**config.mk**
```make
export PLATFORM = sky130hd
export DESIGN_NAME = shift_reg_ser_driver_flat
export DESIGN_NICKNAME = d
export VERILOG_FILES = /design/src/rtl/shift_reg_ser_driver_pkg.sv /design/src/rtl/shift_reg_ser_driver_if.sv /design/src/rtl/shift_reg_ser_driver_clk_div_tick.sv /design/src/rtl/shift_reg_ser_driver.sv /design/src/flat_wrapper.sv
export SDC_FILE = /design/constraint.sdc
export NUM_CORES = 1
export LEC_CHECK = 0
export BUFFER_PORTS_ARGS = -buffer_cell sky130_fd_sc_hd__buf_2
export CORE_MARGIN = 2
export CORE_UTILIZATION = 53
export DETAILED_ROUTE_END_ITERATION = 16
export PLACE_DENSITY_LB_ADDON = 0.15
export SYNTH_ARGS = -nofsm -noshare
export SYNTH_HDL_FRONTEND = slang
export SYNTH_SLANG_ARGS = --single-unit
```
**constraint.sdc**
```tcl
create_clock -name clk -period 2.5 [get_ports clk]
set_clock_uncertainty 0.05 [all_clocks]
set_input_delay 0.375 -clock clk [delete_from_list [all_inputs] [get_ports clk]]
set_output_delay 0.375 -clock clk [all_outputs]
set_load 0.02 [all_outputs]
```
**src/rtl/shift_reg_ser_driver_pkg.sv**
```systemverilog
// Shared types and default parameters for the serial shift-register driver.
package ser_driver_pkg;

  // Gray-coded so every legal transition flips exactly one state bit; the
  // sclk and latch decodes therefore cannot glitch.
  typedef enum logic [1:0] {
    IDLE     = 2'b00,
    SHIFT_LO = 2'b01,
    SHIFT_HI = 2'b11,
    LATCH    = 2'b10
  } ser_state_t;

  localparam int unsigned DEF_WIDTH     = 16;
  localparam int unsigned DEF_CLK_DIV   = 4;
  localparam bit          DEF_MSB_FIRST = 1'b0;

endpackage

```
**src/rtl/shift_reg_ser_driver_if.sv**
```systemverilog
// Load handshake and serial pins of the driver; SER_READBACK_EN adds the
// serial-in readback signals.
interface shift_reg_ser_driver_if
  import ser_driver_pkg::*;
#(
  parameter int unsigned WIDTH = DEF_WIDTH
);
  logic             load_valid;
  logic [WIDTH-1:0] data_in;
  logic             load_ready;
  logic             sclk;
  logic             sdata;
  logic             latch;
  logic             busy;
`ifdef SER_READBACK_EN
  logic             sin;
  logic [WIDTH-1:0] rdata;
  logic             rdata_valid;
`endif

  modport master (
    output load_valid, data_in,
    input  load_ready, sclk, sdata, latch, busy
`ifdef SER_READBACK_EN
    , output sin,
    input  rdata, rdata_valid
`endif
  );

  modport slave (
    input  load_valid, data_in,
    output load_ready, sclk, sdata, latch, busy
`ifdef SER_READBACK_EN
    , input sin,
    output rdata, rdata_valid
`endif
  );

endinterface

```
**src/rtl/shift_reg_ser_driver_clk_div_tick.sv**
```systemverilog
// Half-period divider: one-cycle tick every CLK_DIV cycles, restarted by clear.
module clk_div_tick
  import ser_driver_pkg::*;
#(
  parameter int unsigned CLK_DIV = DEF_CLK_DIV
) (
  input  logic clk,
  input  logic rst,
  input  logic clear,
  output logic tick
);
  localparam int unsigned CNT_W = $clog2(CLK_DIV + 1);

  logic [CNT_W-1:0] cnt;

  assign tick = !clear && (cnt == CNT_W'(CLK_DIV - 1));

  // NOTE: sequential state uses non-blocking assignments so every flop samples
  // pre-edge values regardless of process ordering.
  always_ff @(posedge clk or negedge rst) begin
    if (!rst) begin
      cnt <= '0;
    end else if (clear || tick) begin
      cnt <= '0;
    end else begin
      cnt <= cnt + 1'b1;
    end
  end

endmodule

```
**src/rtl/shift_reg_ser_driver.sv**
```systemverilog
// Parallel-to-serial driver for external shift/storage registers.
// Optional `SER_READBACK_EN collects a serial return stream into rdata.
module shift_reg_ser_driver
  import ser_driver_pkg::*;
#(
  parameter int unsigned WIDTH     = DEF_WIDTH,
  parameter int unsigned CLK_DIV   = DEF_CLK_DIV,
  parameter bit          MSB_FIRST = DEF_MSB_FIRST
) (
  input logic                   clk,
  input logic                   rst,
  shift_reg_ser_driver_if.slave bus
);
  localparam int unsigned BIT_W = $clog2(WIDTH + 1);

  ser_state_t       state, state_nxt;
  logic             tick;
  logic [BIT_W-1:0] bit_cnt;
  logic [WIDTH-1:0] sr, shift_nxt;
  logic             fill;
  logic             accept, shift_done, last_bit;

  clk_div_tick #(.CLK_DIV(CLK_DIV)) u_div (
    .clk   (clk),
    .rst   (rst),
    .clear (state == IDLE),
    .tick  (tick)
  );

  assign accept     = bus.load_valid && (state == IDLE);
  assign shift_done = (state == SHIFT_HI) && tick;
  assign last_bit   = (bit_cnt == BIT_W'(WIDTH - 1));

`ifdef SER_READBACK_EN
  assign fill = bus.sin;
`else
  assign fill = 1'b0;
`endif

  assign shift_nxt = MSB_FIRST ? {sr[WIDTH-2:0], fill} : {fill, sr[WIDTH-1:1]};

  always_ff @(posedge clk or negedge rst) begin
    if (!rst) begin
      state <= IDLE;
    end else begin
      state <= state_nxt;
    end
  end

  // NOTE: every comb output gets a default first, so no path leaves it
  // unassigned and no latch is inferred.
  always_comb begin
    state_nxt = state;
    unique case (state)
      IDLE:     if (bus.load_valid) state_nxt = SHIFT_LO;
      SHIFT_LO: if (tick)           state_nxt = SHIFT_HI;
      SHIFT_HI: if (tick)           state_nxt = last_bit ? LATCH : SHIFT_LO;
      LATCH:    if (tick)           state_nxt = IDLE;
      default:                      state_nxt = IDLE;
    endcase
  end

  always_comb begin
    bus.load_ready = (state == IDLE);
    bus.busy       = (state != IDLE);
    bus.sclk       = (state == SHIFT_HI);
    bus.latch      = (state == LATCH);
    bus.sdata      = 1'b0;
    if (state == SHIFT_LO || state == SHIFT_HI) begin
      bus.sdata = MSB_FIRST ? sr[WIDTH-1] : sr[0];
    end
  end

`ifdef SER_READBACK_EN
  logic [WIDTH-1:0] rdata_q;
  logic             rdata_valid_q;
  assign bus.rdata       = rdata_q;
  assign bus.rdata_valid = rdata_valid_q;
`endif

  // The register only moves on the sclk falling edge, so sdata is stable
  // through every rising edge.
  always_ff @(posedge clk or negedge rst) begin
    if (!rst) begin
      sr      <= '0;
      bit_cnt <= '0;
`ifdef SER_READBACK_EN
      rdata_q       <= '0;
      rdata_valid_q <= 1'b0;
`endif
    end else begin
`ifdef SER_READBACK_EN
      rdata_valid_q <= 1'b0;
`endif
      if (accept) begin
        sr      <= bus.data_in;
        bit_cnt <= '0;
      end else if (shift_done) begin
        sr      <= shift_nxt;
        bit_cnt <= bit_cnt + 1'b1;
`ifdef SER_READBACK_EN
        if (last_bit) begin
          rdata_q       <= shift_nxt;
          rdata_valid_q <= 1'b1;
        end
`endif
      end
    end
  end

endmodule

```
**src/flat_wrapper.sv**
```systemverilog
// flat-port wrapper written by rule: the top's interface ports become plain ports
module shift_reg_ser_driver_flat import ser_driver_pkg::*;
#(
  parameter int unsigned WIDTH     = DEF_WIDTH,
  parameter int unsigned CLK_DIV   = DEF_CLK_DIV,
  parameter bit          MSB_FIRST = DEF_MSB_FIRST
)
  (clk, rst, bus_load_valid, bus_data_in, bus_load_ready, bus_sclk, bus_sdata, bus_latch, bus_busy);
  shift_reg_ser_driver_if #(.WIDTH(WIDTH)) bus_i ();
  input logic clk;
  input logic rst;
  input wire logic [$bits(bus_i.load_valid)-1:0] bus_load_valid;
  input wire logic [$bits(bus_i.data_in)-1:0] bus_data_in;
  output wire logic [$bits(bus_i.load_ready)-1:0] bus_load_ready;
  output wire logic [$bits(bus_i.sclk)-1:0] bus_sclk;
  output wire logic [$bits(bus_i.sdata)-1:0] bus_sdata;
  output wire logic [$bits(bus_i.latch)-1:0] bus_latch;
  output wire logic [$bits(bus_i.busy)-1:0] bus_busy;
  assign bus_i.load_valid = bus_load_valid;
  assign bus_i.data_in = bus_data_in;
  assign bus_load_ready = bus_i.load_ready;
  assign bus_sclk = bus_i.sclk;
  assign bus_sdata = bus_i.sdata;
  assign bus_latch = bus_i.latch;
  assign bus_busy = bus_i.busy;
  shift_reg_ser_driver #(.WIDTH(WIDTH), .CLK_DIV(CLK_DIV), .MSB_FIRST(MSB_FIRST)) u_core (.clk(clk), .rst(rst), .bus(bus_i));
endmodule
```
# Word level (Yosys, flattened, before mapping)
# Cells that the tools add are included.
dict set report totals {
  register_bits 26
  latchBits 0
  ram_bits 0
  mem_bits_ro 0
  inputBits 19
  out_inout_bits 5
  elab_cells 37
  mem_count 0
}
dict set report op_classes {
  add_sub_neg 2
  n_mul 0
  div 0
  magnitude_cmp 0
  eq_ne 9
  n_shift 0
  n_mux 12
  n_bitwise 0
  reduce_logical 10
}
# op n
set op_table {}
lappend op_table {{$mux W16} 2}
lappend op_table {{$mux W2} 5}
lappend op_table {{$mux W5} 2}
lappend op_table {{$pmux W2 S4} 1}
lappend op_table {{$ne A2 B1 Y1 const B} 3}
lappend op_table {{$add A5 B1 Y5 const B} 1}
lappend op_table {{$eq A5 B4 Y1 const B} 1}
lappend op_table {{$eq A2 B2 Y1 const B} 2}
lappend op_table {{$reduce_and A4 Y1} 1}
lappend op_table {{$reduce_bool A2 Y1} 2}
lappend op_table {{$add A3 B1 Y3 const B} 1}
lappend op_table {{$eq A3 B2 Y1 const B} 1}
lappend op_table {{$logic_and A1 B1 Y1} 3}
lappend op_table {{$mux W3} 1}
lappend op_table {{$eq A2 B1 Y1 const B} 1}
lappend op_table {{$logic_not A2 Y1} 1}
lappend op_table {{$logic_or A1 B1 Y1} 2}
lappend op_table {{$ne A2 B2 Y1 const B} 1}
lappend op_table {{$logic_not A1 Y1} 1}
lappend op_table {{$mux W1} 1}

# Depth between registers and ports, before layout
dict set report logic_depth {
  word_depth 6
  ltp_mapped 8
  ltp_nobuf 6
}

# Hierarchy
# Synthesis repeated with hierarchy kept, for this count alone.
dict set report unflattened {
  cells_unflattened 137
  area_unflattened_um2 1275.0
}
# mod n_inst cells_per_inst area_each_um2 seq_area_each_um2
set by_module_without_submodules {}
lappend by_module_without_submodules {shift_reg_ser_driver 1 127 1142.3 575.6}
lappend by_module_without_submodules {clk_div_tick 1 10 132.6 75.1}

# Worst setup path before layout
# Ideal clock, no wire load.
dict set report synth_timing {
  path_kind {reg2reg}
  startpoint {register u_core.u_div.cnt[0]}
  endpoint {register u_core.sr[0]}
  setup_time_ps 124
  t_arrival_ps 1582
  required_time_ps 2326
  path_slack_ps 744
  path_stages_with_launch 9
  n_path_buf 3
  synth_period_minus_slack_ps 1756
  cell_sequence {dfrtp_1 > ha_1 > ha_1 > buf_6 > and3_2 > buf_2 > buf_4 > a22oi_1 > nand2_1}
}
dict set report synth_via {
  elab_chain_cells 4
}
# element line_no
set synth_lines {}
lappend synth_lines {{start: declaration} shift_reg_ser_driver_clk_div_tick.sv:14} ;# logic [CNT_W-1:0] cnt;
lappend synth_lines {{start signal: assignment} shift_reg_ser_driver_clk_div_tick.sv:26} ;# cnt <= cnt + 1'b1;
lappend synth_lines {{$eq A3 B2 Y1} shift_reg_ser_driver_clk_div_tick.sv:16} ;# assign tick = !clear && (cnt == CNT_W'(CLK_DIV - 1));
lappend synth_lines {{$logic_and A1 B1 Y1} shift_reg_ser_driver_clk_div_tick.sv:16}
lappend synth_lines {{$logic_and A1 B1 Y1} shift_reg_ser_driver.sv:31} ;# assign shift_done = (state == SHIFT_HI) && tick;
lappend synth_lines {{$reduce_bool A2 Y1 (no line)} -}
lappend synth_lines {{end signal: assignment} shift_reg_ser_driver.sv:96} ;# sr <= bus.data_in;
lappend synth_lines {{end signal: assignment} shift_reg_ser_driver.sv:99} ;# sr <= shift_nxt;
lappend synth_lines {{end: declaration} shift_reg_ser_driver.sv:19} ;# logic [WIDTH-1:0] sr, shift_nxt;
# No other way between the ends.
# A chain may end at the register's enable or synchronous reset.

# Worst setup path after layout
dict set report layout_timing {
  startpoint {register u_core.state[0]}
  endpoint {output port bus_load_ready}
}
dict set report layout_via {
  elab_chain_cells 1
}
# element line_no
set layout_lines {}
lappend layout_lines {{start: declaration} shift_reg_ser_driver.sv:16} ;# ser_state_t state, state_nxt;
lappend layout_lines {{start signal: assignment} shift_reg_ser_driver.sv:46} ;# state <= state_nxt;
lappend layout_lines {{$logic_not A2 Y1} shift_reg_ser_driver.sv:64} ;# bus.load_ready = (state == IDLE);
lappend layout_lines {{end: declaration} flat_wrapper.sv:14} ;# output wire logic [$bits(bus_i.load_ready)-1:0] bus_load_ready;
# No other way between the ends.

==> results.tsv <==
metric	value	unit
Chip Height	52.8	um
GPL Wtd Cong	0.747	
final worst path period need	1820	ps
Longest Clk Path Bufs	2	
Mapped Nets	155	
I/O Buffers	23	
# DRC	0	
Tot Pwr	1.37	mW
gr busiest metal	met2	
flop2flop setup slack	730	ps
total congestion overflow	0	
Vias/cell	5.20	
Final ANT Viol Nets	0	
GRT Total Usage	0.192	
final worst slack	684	ps
routed length per instance	12.2	um
outcome	complete, no violations	
fin nets	175	
critical path peak fanout	12	
CTS root buf	clkbuf_4	
worst slew pin tran	691	ps
hold path start	bus_data_in[0]	
Final Util	0.614	
Post-Syn Area	1260	sq um
I/O pin total	24	
cells after synthesis	132	
reg2reg start	u_core.u_div.cnt[0]$_DFF_PN0_	
H-tree Lvls	1	
Die ar.	2790	sq um
final WL	2190	um
Horiz. Die Dim	52.8	um
register bit total from synthesis	26	
Fmax	551	MHz
share of layout cells above drive strength 1	0.205	
Slew Limit Fails	0	
Crit. End Element	output pin	
relative slew slack	0.539	
Total Neg Setup Slack	0	ps
worst slack, placed	738	ps
Clk Latency, worst-skew pair	320	ps
CORE AREA	2230	sq um
max-cap viol count	0	
sequential area share after synthesis	0.515	
GR Util met1	0.268	
Yosys cell types	28	
Initial DRC Count	15	
total CTS buffers	3	
maximum VDD drop	0.000588	V
Storage cell area	651	sq um
Reg clk slew, reported paths	140	ps
vias in the first global route	845	
GR Util met2	0.294	
post-route cell area	1370	sq um
FF-to-FF End	u_core.sr[15]$_DFFE_PN0P_	
CTS tree	done	
Worst Setup Start Kind	flop	
Hold Path Stages	3	
YS warnings	0	
Row Count	17	
Final Setup Violations	0	
Leak	0.678	nW
fin crit share	0.726	
antenna violations before repair	0	
Initial Utilization	0.565	
clock sink count	26	
power density cells	998	nW/um^2
largest net degree at the start of global routing	27	
Hold Violations, Final	0	
worst hold endpoint	u_core.sr[0]$_DFFE_PN0P_	
drt first pass iters	3	
R2R cell count	5	
area occupied by multi-input gates	509	sq um
post-CTS resize count	0	
via count	930	
dpl hpwl	1400	um
Crit Path Class	flop to output pin	
Filler cells	213	
layout overhead on the synthesized area	8.62	%
CP required	2080	ps
Antenna Cells	0	
global-route wire length before repair	3840	um
Post-DP Area	1330	sq um
RSZ-0062 raised after global routing	false	
met3 usage	0.0343	
Mapped Avg Cell Area	9.56	sq um
Hold Crit Class	input port to flop	
arrival time at the worst endpoint	1390	ps
## metal layers
metal  part of all wire  wire length, um
met1               0.49             1070
met2               0.47             1020
met3              0.028               62
met4              0.016               36
met5                  0                0
## where the power goes
group	total [mW]	switching (mW)	internal [mW]
Sequential	0.732	0.124	0.609
Combinational	0.421	0.229	0.192
Clock	0.215	0.126	0.0891
## cell usage in the layout, fill, tap and decap left out
cell and instances:
a21oi_1 29, a22o_1 2, a22oi_1 1, and2_1 1
and2_2 1, and3_1 1, and3_2 1, buf_2 23
clkbuf_4 3, clkbuf_8 1, dfrtp_1 26, dlygate4sd3_1 1
ha_1 4, inv_1 4, mux2i_1 1, nand2_1 18
nand3_1 2, nand3_2 1, nand4_1 2, nor2_1 19
nor3_1 2, nor3b_1 1, nor3b_4 1, o211ai_1 1
o21ai_0 2, o2bb2ai_1 1, or3b_1 1, xor2_1 1
## cell usage after synthesis
| library cell | count | area [sq um] |
|---|---|---|
| and3_2 | 1 | 7.51 |
| and3_1 | 1 | 6.26 |
| nand4_1 | 2 | 12.5 |
| and2_1 | 1 | 6.26 |
| and2_2 | 1 | 7.51 |
| nand3_2 | 1 | 10.0 |
| nor3b_1 | 1 | 7.51 |
| buf_6 | 4 | 45.0 |
| a21oi_1 | 29 | 145 |
| or3b_1 | 1 | 8.76 |
| nor2_1 | 19 | 71.3 |
| o2bb2ai_1 | 1 | 8.76 |
| nor3_1 | 2 | 10.0 |
| a22o_1 | 2 | 17.5 |
| mux2i_1 | 1 | 10.0 |
| inv_1 | 4 | 15.0 |
| xor2_1 | 1 | 8.76 |
| o211ai_1 | 1 | 7.51 |
| buf_8 | 1 | 15.0 |
| buf_4 | 3 | 22.5 |
| nand2_1 | 18 | 67.6 |
| nor3b_4 | 1 | 18.8 |
| ha_1 | 4 | 50.1 |
| buf_2 | 1 | 5.00 |
| o21ai_0 | 2 | 10.0 |
| a22oi_1 | 1 | 7.51 |
| nand3_1 | 2 | 10.0 |
| dfrtp_1 | 26 | 651 |
## cell type report
type,count,area share
flip-flops and latches,26,0.474
multi-input cells,93,0.371
repair buffers,24,0.0912
clock buffers,4,0.0265
well taps,28,0.0255
inverters,4,0.0109
## cell families (layout without fill, tap and decap cells)
group | count (synthesis) | in the layout | synth area share
compound gates | 36 | 36 | 0.156
buf+inv | 13 | 32 | 0.0813
flops | 26 | 26 | 0.515
mux | 1 | 1 | 0.00793
xor+xnor | 1 | 1 | 0.00694
simple gates | 51 | 51 | 0.193
fa+ha+maj | 4 | 4 | 0.0396
## what timing repair did
action                                 in CTS  in global routing
hold buffers                                1                  0
setup buffers                               0                  0
endpoints found under the hold margin      26                  0
## flip-flops by register name, indices dropped and copies added (netlist names)
signal	count
u_core.bit_cnt	5
u_core.u_div.cnt	3
u_core.state	2
u_core.sr	16
## how the worst max path moves through the flow
| stage | start | endpoint | cells after the start |
|---|---|---|---|
| 2_1_floorplan | u_core.u_div.cnt[0]$_DFF_PN0_ | u_core.sr[0]$_DFFE_PN0P_ | 8 |
| 3_3_place_gp | u_core.u_div.cnt[0]$_DFF_PN0_ | u_core.bit_cnt[1]$_DFFE_PN0P_ | 5 |
| 3_5_place_dp | u_core.u_div.cnt[0]$_DFF_PN0_ | u_core.sr[15]$_DFFE_PN0P_ | 5 |
| 4_1_cts | u_core.state[0]$_DFFE_PN0P_ | bus_load_ready | 2 |
| 5_1_grt | u_core.u_div.cnt[0]$_DFF_PN0_ | u_core.bit_cnt[1]$_DFFE_PN0P_ | 5 |
| 6_report | u_core.state[0]$_DFFE_PN0P_ | bus_load_ready | 2 |
## worst max-delay path, stage by stage (launching register included)
cell     delay, ps
dfrtp_1        540
nor2_1         300
buf_2          220
## per-stage QoR
stage | hold slack (ps) | std cells
after global placement | 348 | 174
after global routing | 216 | 179
after floorplan | 29.4 | 132
after CTS | 209 | 179
after detailed placement | 355 | 174
final | 216 | 179
Note: power is estimated with default switching activity, not from simulation.
